## src/rtl/hit_pkg.sv

```systemverilog
// Shared constants and types for the HIT configuration path: frame geometry,
// decoder addresses and the serial receiver state encoding.
package hit_pkg;

  localparam int unsigned ADDR_W  = 2;
  localparam int unsigned DATA_W  = 16;
  localparam int unsigned FRAME_W = ADDR_W + DATA_W + 1;

  // Decoder targets; address 0 is delivered but ignored downstream
  localparam logic [ADDR_W-1:0] PLL   = 2'd1;
  localparam logic [ADDR_W-1:0] TRNG  = 2'd2;
  localparam logic [ADDR_W-1:0] NOISE = 2'd3;

  typedef enum logic [1:0] {
    S_IDLE,
    S_SHIFT,
    S_DRAIN
  } rx_state_t;

endpackage

```

## src/rtl/hit_serial_rx.sv

```systemverilog
// Strobed serial frame receiver: shifts in address/data/parity MSB first,
// checks length, even parity and inter-strobe timeout, and registers results.
module hit_serial_rx #(
  parameter int unsigned ADDR_W  = hit_pkg::ADDR_W,
  parameter int unsigned DATA_W  = hit_pkg::DATA_W,
  parameter int unsigned TIMEOUT = 255
) (
  input  logic              clk,
  input  logic              rst,
  input  logic              sen,
  input  logic              sstb,
  input  logic              sdi,
  output logic              valid,
  output logic [ADDR_W-1:0] address,
  output logic [DATA_W-1:0] data,
  output logic              err_parity,
  output logic              err_length,
  output logic              err_timeout,
  output logic              busy
);
  import hit_pkg::*;

  localparam int unsigned FrameW = ADDR_W + DATA_W + 1;
  localparam int unsigned CntW   = $clog2(FrameW + 1);
  localparam int unsigned TmrW   = $clog2(TIMEOUT + 1);

  localparam logic [CntW-1:0] CntFull = CntW'(FrameW);
  localparam logic [TmrW-1:0] TmrLast = TmrW'(TIMEOUT - 1);

  rx_state_t         state_q;
  logic              sen_q;
  logic [FrameW-1:0] shreg_q;
  logic [CntW-1:0]   cnt_q;
  logic [TmrW-1:0]   tmr_q;

  always_ff @(posedge clk) begin
    if (rst) begin
      state_q     <= S_IDLE;
      // Reset high so a frame already in flight is not mistaken for a new one
      sen_q       <= 1'b1;
      shreg_q     <= '0;
      cnt_q       <= '0;
      tmr_q       <= '0;
      valid       <= 1'b0;
      err_parity  <= 1'b0;
      err_length  <= 1'b0;
      err_timeout <= 1'b0;
      busy        <= 1'b0;
      address     <= '0;
      data        <= '0;
    end else begin
      sen_q       <= sen;
      valid       <= 1'b0;
      err_parity  <= 1'b0;
      err_length  <= 1'b0;
      err_timeout <= 1'b0;
      unique case (state_q)
        S_IDLE: begin
          if (sen && !sen_q) begin
            state_q <= S_SHIFT;
            busy    <= 1'b1;
            tmr_q   <= '0;
            if (sstb) begin
              shreg_q <= FrameW'(sdi);
              cnt_q   <= CntW'(1);
            end else begin
              shreg_q <= '0;
              cnt_q   <= '0;
            end
          end
        end
        S_SHIFT: begin
          if (sstb && sen) begin
            if (cnt_q == CntFull) begin
              err_length <= 1'b1;
              state_q    <= S_DRAIN;
            end else begin
              shreg_q <= {shreg_q[FrameW-2:0], sdi};
              cnt_q   <= cnt_q + 1'b1;
              tmr_q   <= '0;
            end
          end else if (tmr_q == TmrLast) begin
            // Checked before sen so a coincident timeout takes priority
            err_timeout <= 1'b1;
            state_q     <= S_DRAIN;
          end else if (!sen) begin
            state_q <= S_IDLE;
            busy    <= 1'b0;
            if (cnt_q != CntFull) begin
              err_length <= 1'b1;
            end else if (^shreg_q) begin
              err_parity <= 1'b1;
            end else begin
              valid   <= 1'b1;
              address <= shreg_q[FrameW-1 -: ADDR_W];
              data    <= shreg_q[DATA_W:1];
            end
          end else begin
            tmr_q <= tmr_q + 1'b1;
          end
        end
        S_DRAIN: begin
          if (!sen) begin
            state_q <= S_IDLE;
            busy    <= 1'b0;
          end
        end
        default: begin
          state_q <= S_IDLE;
          busy    <= 1'b0;
        end
      endcase
    end
  end

endmodule

```

## config.mk

```make
export PLATFORM = sky130hd
export DESIGN_NAME = hit_serial_rx
export DESIGN_NICKNAME = d
export VERILOG_FILES = /design/src/rtl/hit_pkg.sv /design/src/rtl/hit_serial_rx.sv
export SDC_FILE = /design/constraint.sdc
export NUM_CORES = 1
export LEC_CHECK = 0
export ABC_AREA = 1
export CORE_MARGIN = 2
export CORE_UTILIZATION = 57
export DETAILED_ROUTE_END_ITERATION = 16
export HOLD_SLACK_MARGIN = 0.1
export PLACE_DENSITY = 0.77
export SLEW_MARGIN = 20
export SYNTH_ARGS = -nofsm -noshare
export SYNTH_HDL_FRONTEND = slang
export SYNTH_SLANG_ARGS = --single-unit
```

## constraint.sdc

```tcl
create_clock -name clk -period 1.85 [get_ports clk]
set_input_delay 0.555 -clock clk [delete_from_list [all_inputs] [get_ports clk]]
set_output_delay 0.555 -clock clk [all_outputs]
set_load 0.01 [all_outputs]
```

==> flow_summary.ini, run 1 <==
[outcome]
outcome = finished, final reports clean

[critical_path]
cp-end-kind = primary output
path_depth = 1
cp_top_family = buffers and inverters
r2r_end = tmr_q[7]$_SDFFE_PP0P_
required_ns = 1.29
critPathLaunch = busy$_SDFFE_PP0P_
slowest_delay_ns = 0.54
ff2ff_path_depth = 12
crit_slowest_cell = clkdlybuf4s50_1
critical_path_class = reg -> out
worstPathCellList = clkdlybuf4s50_1
critPathMaxFanout = 3
r2r-start = state_q[0]$_SDFFE_PP0P_
crit_end = busy
startpoint_type = register
rrSetupSlack_ns = 0.11
worst-path-buf-inv = 1
arrival_ns = 1.24

[synth]
synth_most_common_cell = nand2_1
ys_ff_latch = 58
synth_commonest_cells = nand2_1 (122), dfxtp_1 (58), inv_1 (55), inv_2 (30), nor2_1 (27)
ys.flop_type = dfxtp_1
yosys_warnings = 0
syn_inst = 444
async_flop_share_pct = 0
yosys.area.top_type = dfxtp_1
ys_seq_area_share_pct = 36.9
synth_edf_count = 0
synth_cell_types = 39
synth_top_area_share_pct = 36.9
avgSynthCellArea_um2 = 7.09
yosys-top-cells-area = dfxtp_1 (37%), nand2_1 (15%), inv_1 (6.6%), nand3_2 (3.8%), inv_2 (3.6%)
netlist_area_um2 = 3150
synth_nets = 456

[floorplanning]
core-area_um2 = 5410
chipHeight_um = 78.3
pin_count = 28
start_util_pct = 58.3
rows = 27
fp.dieW_um = 78.3
die_area_um2 = 6140

[global_routing]
grt_max_degree = 24
grt_pass1_vias = 2755
grt_pass1_wl_um = 11900
overflow = 0
antenna_found_initial = 0
grtUsageTotal_pct = 24.2

[sta]
fin_crit_sh_pct = 97.2
tns_ns = 0
final_max_slew_viol_count = 0
rsz0062_at_grt = false
fmax_mhz = 556
worst_pin_slew_ns = 0.494
fin_crit_ns = 1.80
finalSetupViolCount = 0
finClkSkew_ns = 0.00988
finalHoldViolCount = 0
slew_headroom_pct = 66.9

[flow_run]
drv_cap = 0

[power_and_ir_drop]
p_leak_nw = 1.73
p_seq_share_pct = 41.0
p_total_mw = 3.16
p_sw_uw = 826
p_int_mw = 2.34
clock_power_share_pct = 43.9
pwr_density_cell_nw_per_um2 = 788
worst_ir_drop_vdd_mv = 0.444
p_sw_share_pct = 26.1
combPwrFrac_pct = 15.1

[final_layout]
area_delta_synth_final_pct = 27.5
fill_cells = 419
drive_gt1_share_pct = 27.9
fin_area_um2 = 4010
final_util_pct = 74.3
antennaDiodeCount = 0
nNetsFinal = 513

[clock_tree]
cts_sinks = 58
root_buffer = clkbuf_8
postCtsHoldBufs = 0
htreeDepth = 3
clock_latency_ns = 0.34
cts_made_buffers = 9
post-cts-setup-buffers = 0
cts.path.max_buffers = 2
cts_tree = done
clkTransAtPathRegs_ns = 0.07

[drt]
num_vias = 2927
wl_per_cell_um = 12.2
routed_wl_um = 7060
ant_nets = 0
drc_errors = 0
viasPerCell = 5.06
drtIter0Drc = 222
firstDrtPassIters = 4

[place]
placed_area_um2 = 3680
place.gp.congestion = 0.888
port_buffers = 27
post-dp-hpwl_um = 4680

[worst_hold_path]
min_path_type = reg -> reg
==> through the flow <==
| stage | setup slack (ns) | instances | hold WS (ns) |
|---|---|---|---|
| after floorplan | 0.178 | 444 | 0.459 |
| after global placement | -0.334 | 559 | 0.479 |
| after detailed placement | -0.400 | 559 | 0.485 |
| after CTS | 0.0149 | 575 | 0.494 |
| after global routing | 0.00274 | 578 | 0.531 |
| final | 0.0521 | 578 | 0.494 |
==> worst min-delay path: stages (launching register included) <==
cell and delay [ns]:
dfxtp_1 0.31, inv_1 0.07, a21oi_1 0.07
==> layout make-up <==
class	instances	area (um2)	area share, %
Multi-Input combinational cell	292	1650	41.1
Sequential cell	58	1170	29.1
Timing Repair Buffer	54	541	13.5
Inverter	86	328	8.17
Clock buffer	12	165	4.11
Tap cell	72	90.1	2.24
Clock inverter	4	72.6	1.81
==> layout by cell type, fill, tap and decap left out, types with 2 or more instances in the layout <==
cell	n
a21oi_1	10
buf_12	5
buf_4	21
bufinv_16	2
clkbuf_8	12
clkdlybuf4s50_1	25
dfxtp_1	56
ha_1	6
inv_1	53
inv_2	32
nand2_1	121
nand2_2	17
nand2_4	6
nand3_1	20
nand3_2	11
nand3_4	3
nand4_1	3
nor2_1	27
nor2_2	13
nor2_4	2
nor3_1	4
nor3_4	3
o21ai_0	10
o21ai_1	2
o22ai_1	18
xor2_1	2
==> power groups by stage <==
stage                     clock [mW]  sequential, mW  combinational [mW]
after floorplan                    0            1.32               0.281
after detailed placement           0            1.32               0.440
after global routing            1.46            1.30               0.522
after global placement             0            1.32               0.429
final                           1.39            1.30               0.477
after CTS                       1.40            1.29               0.446
==> flip-flops by register name (all words and copies together) (netlist names), 2 cells and up <==
name	count
shreg_q	19
data	16
tmr_q	8
cnt_q	5
address	2
state_q	2
==> worst min-delay path by stage <==
stage                                startpoint  slack [ns]  cells past startpoint                    end
after floorplan           cnt_q[3]$_SDFFE_PP0P_        0.46                      2  cnt_q[3]$_SDFFE_PP0P_
after global placement    cnt_q[3]$_SDFFE_PP0P_        0.48                      2  cnt_q[3]$_SDFFE_PP0P_
after detailed placement  cnt_q[3]$_SDFFE_PP0P_        0.48                      2  cnt_q[3]$_SDFFE_PP0P_
after CTS                 cnt_q[3]$_SDFFE_PP0P_        0.49                      2  cnt_q[3]$_SDFFE_PP0P_
after global routing          busy$_SDFFE_PP0P_        0.53                      2      busy$_SDFFE_PP0P_
final                     cnt_q[3]$_SDFFE_PP0P_        0.49                      2  cnt_q[3]$_SDFFE_PP0P_
==> repair_timing <==
item,4_1_cts,5_1_grt
gates cloned,0,3
endpoints found under the setup margin,6,50
hold endpoints to repair,0,0
pin swaps,0,3
resized for setup,3,20
==> kinds of logic after synthesis <==
group	Yosys count	share of synthesized area, %
simple gates	231	36.8
compound gates	48	9.30
flops	58	36.9
buf+inv	97	13.2
fa+ha+maj	7	2.78
xor+xnor	3	1.07
==> routing by layer <==
layer,global-route usage [%],wire length (um),vias up
met5,0,0,-
met4,10.4,126,0
met3,4.14,298,14
met2,41.2,3510,73
met1,30.2,3120,1338
li1,-,-,1502
(Power assumes the default switching activity.)
==> inputs of run 2 (changes only) <==
--- a/config.mk
+++ b/config.mk
@@ -6,7 +6,7 @@
 export NUM_CORES = 1
 export LEC_CHECK = 0
 export ABC_AREA = 1
-export CORE_MARGIN = 2
+export CORE_MARGIN = 8
 export CORE_UTILIZATION = 57
 export DETAILED_ROUTE_END_ITERATION = 16
 export HOLD_SLACK_MARGIN = 0.1
==> run 2 against run 1 <==
- via count grew 1.7%
- worst setup slack lost 0.018 ns
- sequential power is essentially flat
- wire length grew 8.8%
- register-to-register slack lost 0.08 ns
- flip-flop and latch count is the same
- global-route usage shrank 6.0 points
- power grew 0.95%
- clock-buffer cell count is the same
- final cell count grew 0.69%
- critical endpoint is now data[10]$_SDFFE_PP0P_
- largest cell class unchanged
- largest power group unchanged
- highest routed layer unchanged
==> flow_summary.ini, run 2 (synthesized netlist as in run 1, its figures left out) <==
[power_and_ir_drop]
clock_power_share_pct = 43.4
worst_ir_drop_vdd_mv = 0.654
p_leak_nw = 1.76
p_int_mw = 2.36
pwr_density_cell_nw_per_um2 = 787
p_sw_share_pct = 26.2
p_sw_uw = 837
combPwrFrac_pct = 15.9
p_seq_share_pct = 40.7

[place]
place.gp.congestion = 0.901
port_buffers = 27
post-dp-hpwl_um = 4990
dp_cells = 562

[final_layout]
nNetsFinal = 517
drive_gt1_share_pct = 29.4
instances_no_fill = 582
area_delta_synth_final_pct = 28.8
regMostFlops = shreg_q
antennaDiodeCount = 0
layout_commonest_cell = nand2_1
fill_cells = 401
top_regs = shreg_q x19, data x16, tmr_q x8
layout_common_cells = nand2_1 (119), dfxtp_1 (56), inv_1 (53)
largest_reg_flops = 19

[floorplanning]
fp.dieW_um = 90.3
rows = 27
pin_count = 28
chipHeight_um = 90.3
core-area_um2 = 5410
die_area_um2 = 8160
start_util_pct = 58.3

[drt]
drc_errors = 0
drtIter0Drc = 213
num_vias = 2978
ant_nets = 0
viasPerCell = 5.12
firstDrtPassIters = 5
wl_per_cell_um = 13.2
routed_wl_um = 7680

[clock_tree]
cts.path.max_buffers = 2
clock_latency_ns = 0.35
cts_made_buffers = 9
post-cts-setup-buffers = 0
htreeDepth = 3
cts_sinks = 58
clkTransAtPathRegs_ns = 0.06
cts_tree = done
postCtsHoldBufs = 0
root_buffer = clkbuf_8

[critical_path]
crit_slowest_cell = dfxtp_1
worstPathCellList = inv_2 -> nand2_1 -> nand2_1 -> nand2_1 -> nand2_1 -> nand2_1 -> nand2_1 -> nand2_1 -> nand3_2 -> nand3_4 -> buf_12 -> nand2_2 -> inv_2 -> nor2_2
ff2ff_path_depth = 14
crit_end = data[10]$_SDFFE_PP0P_
cp_top_family = simple AND/OR/NAND/NOR gates
slowest_delay_ns = 0.40
critical_path_class = reg -> reg
worst-path-buf-inv = 3
startpoint_type = register
path_depth = 14
r2r-start = shreg_q[11]$_SDFFE_PP0P_
arrival_ns = 2.06
cp-end-kind = register
rrSetupSlack_ns = 0.03
critPathLaunch = shreg_q[11]$_SDFFE_PP0P_
required_ns = 2.09
critPathMaxFanout = 18
crit_top_cell = nand2_1
r2r_end = data[10]$_SDFFE_PP0P_

[sta]
fin_crit_ns = 1.82
worst_pin_slew_ns = 0.484
fmax_mhz = 551
fin_crit_sh_pct = 98.2
tns_ns = 0
slew_headroom_pct = 67.6
finalSetupViolCount = 0
finClkSkew_ns = 0.0107
final_max_slew_viol_count = 0
finalHoldViolCount = 0

[global_routing]
grt_pass1_vias = 2855
grt_max_degree = 20
antenna_found_initial = 0
grtUsageTotal_pct = 18.2
grt_pass1_wl_um = 12400
overflow = 0

[flow_run]
drv_cap = 0

[worst_hold_path]
hp-start = tmr_q[4]$_SDFFE_PP0P_
min_path_type = reg -> reg

[outcome]
outcome = finished, final reports clean
run 2: timing repair:
action / 4_1_cts / 5_1_grt
pin swaps: 0 / 3
gates cloned: 1 / 3
resized for setup: 6 / 20
setup endpoints to repair: 8 / 51
run 2: metal layers:
layer / GRT usage [%] / vias up / wire length (um)
met2: 32.9 / 104 / 4010
li1: - / 1512 / -
met1: 19.1 / 1341 / 3050
met4: 10.4 / 0 / 192
met5: 0 / - / 0
met3: 3.74 / 21 / 429
run 2: how the worst min path moves through the flow:
stage	endpoint	cells past startpoint
after detailed placement	tmr_q[4]$_SDFFE_PP0P_	2
after CTS	tmr_q[4]$_SDFFE_PP0P_	2
after floorplan	cnt_q[3]$_SDFFE_PP0P_	2
final	tmr_q[4]$_SDFFE_PP0P_	2
after global placement	cnt_q[3]$_SDFFE_PP0P_	2
after global routing	state_q[1]$_SDFFE_PP0P_	2
run 2: area by class of cell:
cell class	count	area [um2]	area share, %
multi-input combinational	292	1670	41.2
sequential	58	1170	28.7
timing repair buffer	57	562	13.8
inverter	86	328	8.08
clock buffer	12	165	4.07
tap	72	90.1	2.22
clock inverter	4	72.6	1.79
timing repair inverter	1	3.75	0.0925
run 2: stage by stage:
step                area [um2]  hold WS (ns)  power, mW  worst slack [ns]  utilization (%)
global placement          3710         0.467       1.77            -0.335             68.6
global route              4060         0.524       3.30           -0.0981             75.1
detailed placement        3710         0.487       1.79            -0.429             68.6
finish                    4060         0.494       3.19            0.0342             75.1
CTS                       3970         0.498       3.18           0.00849             73.4
floorplan                 3150         0.459       1.60             0.178                -
run 2: worst register-to-register path, cell delays in order, from the launching register on:
cell,delay (ns)
dfxtp_1,0.40
inv_2,0.09
nand2_1,0.09
nand2_1,0.07
nand2_1,0.07
nand2_1,0.11
nand2_1,0.11
nand2_1,0.07
nand2_1,0.16
nand3_2,0.13
nand3_4,0.12
buf_12,0.16
nand2_2,0.07
inv_2,0.05
nor2_2,0.03
run 2: power by group through the flow:
stage	clock network [mW]	logic [mW]	registers, mW
4_1_cts	1.40	0.479	1.30
5_1_grt	1.45	0.555	1.30
2_1_floorplan	0	0.281	1.32
3_3_place_gp	0	0.453	1.32
6_report	1.39	0.509	1.30
3_5_place_dp	0	0.466	1.32
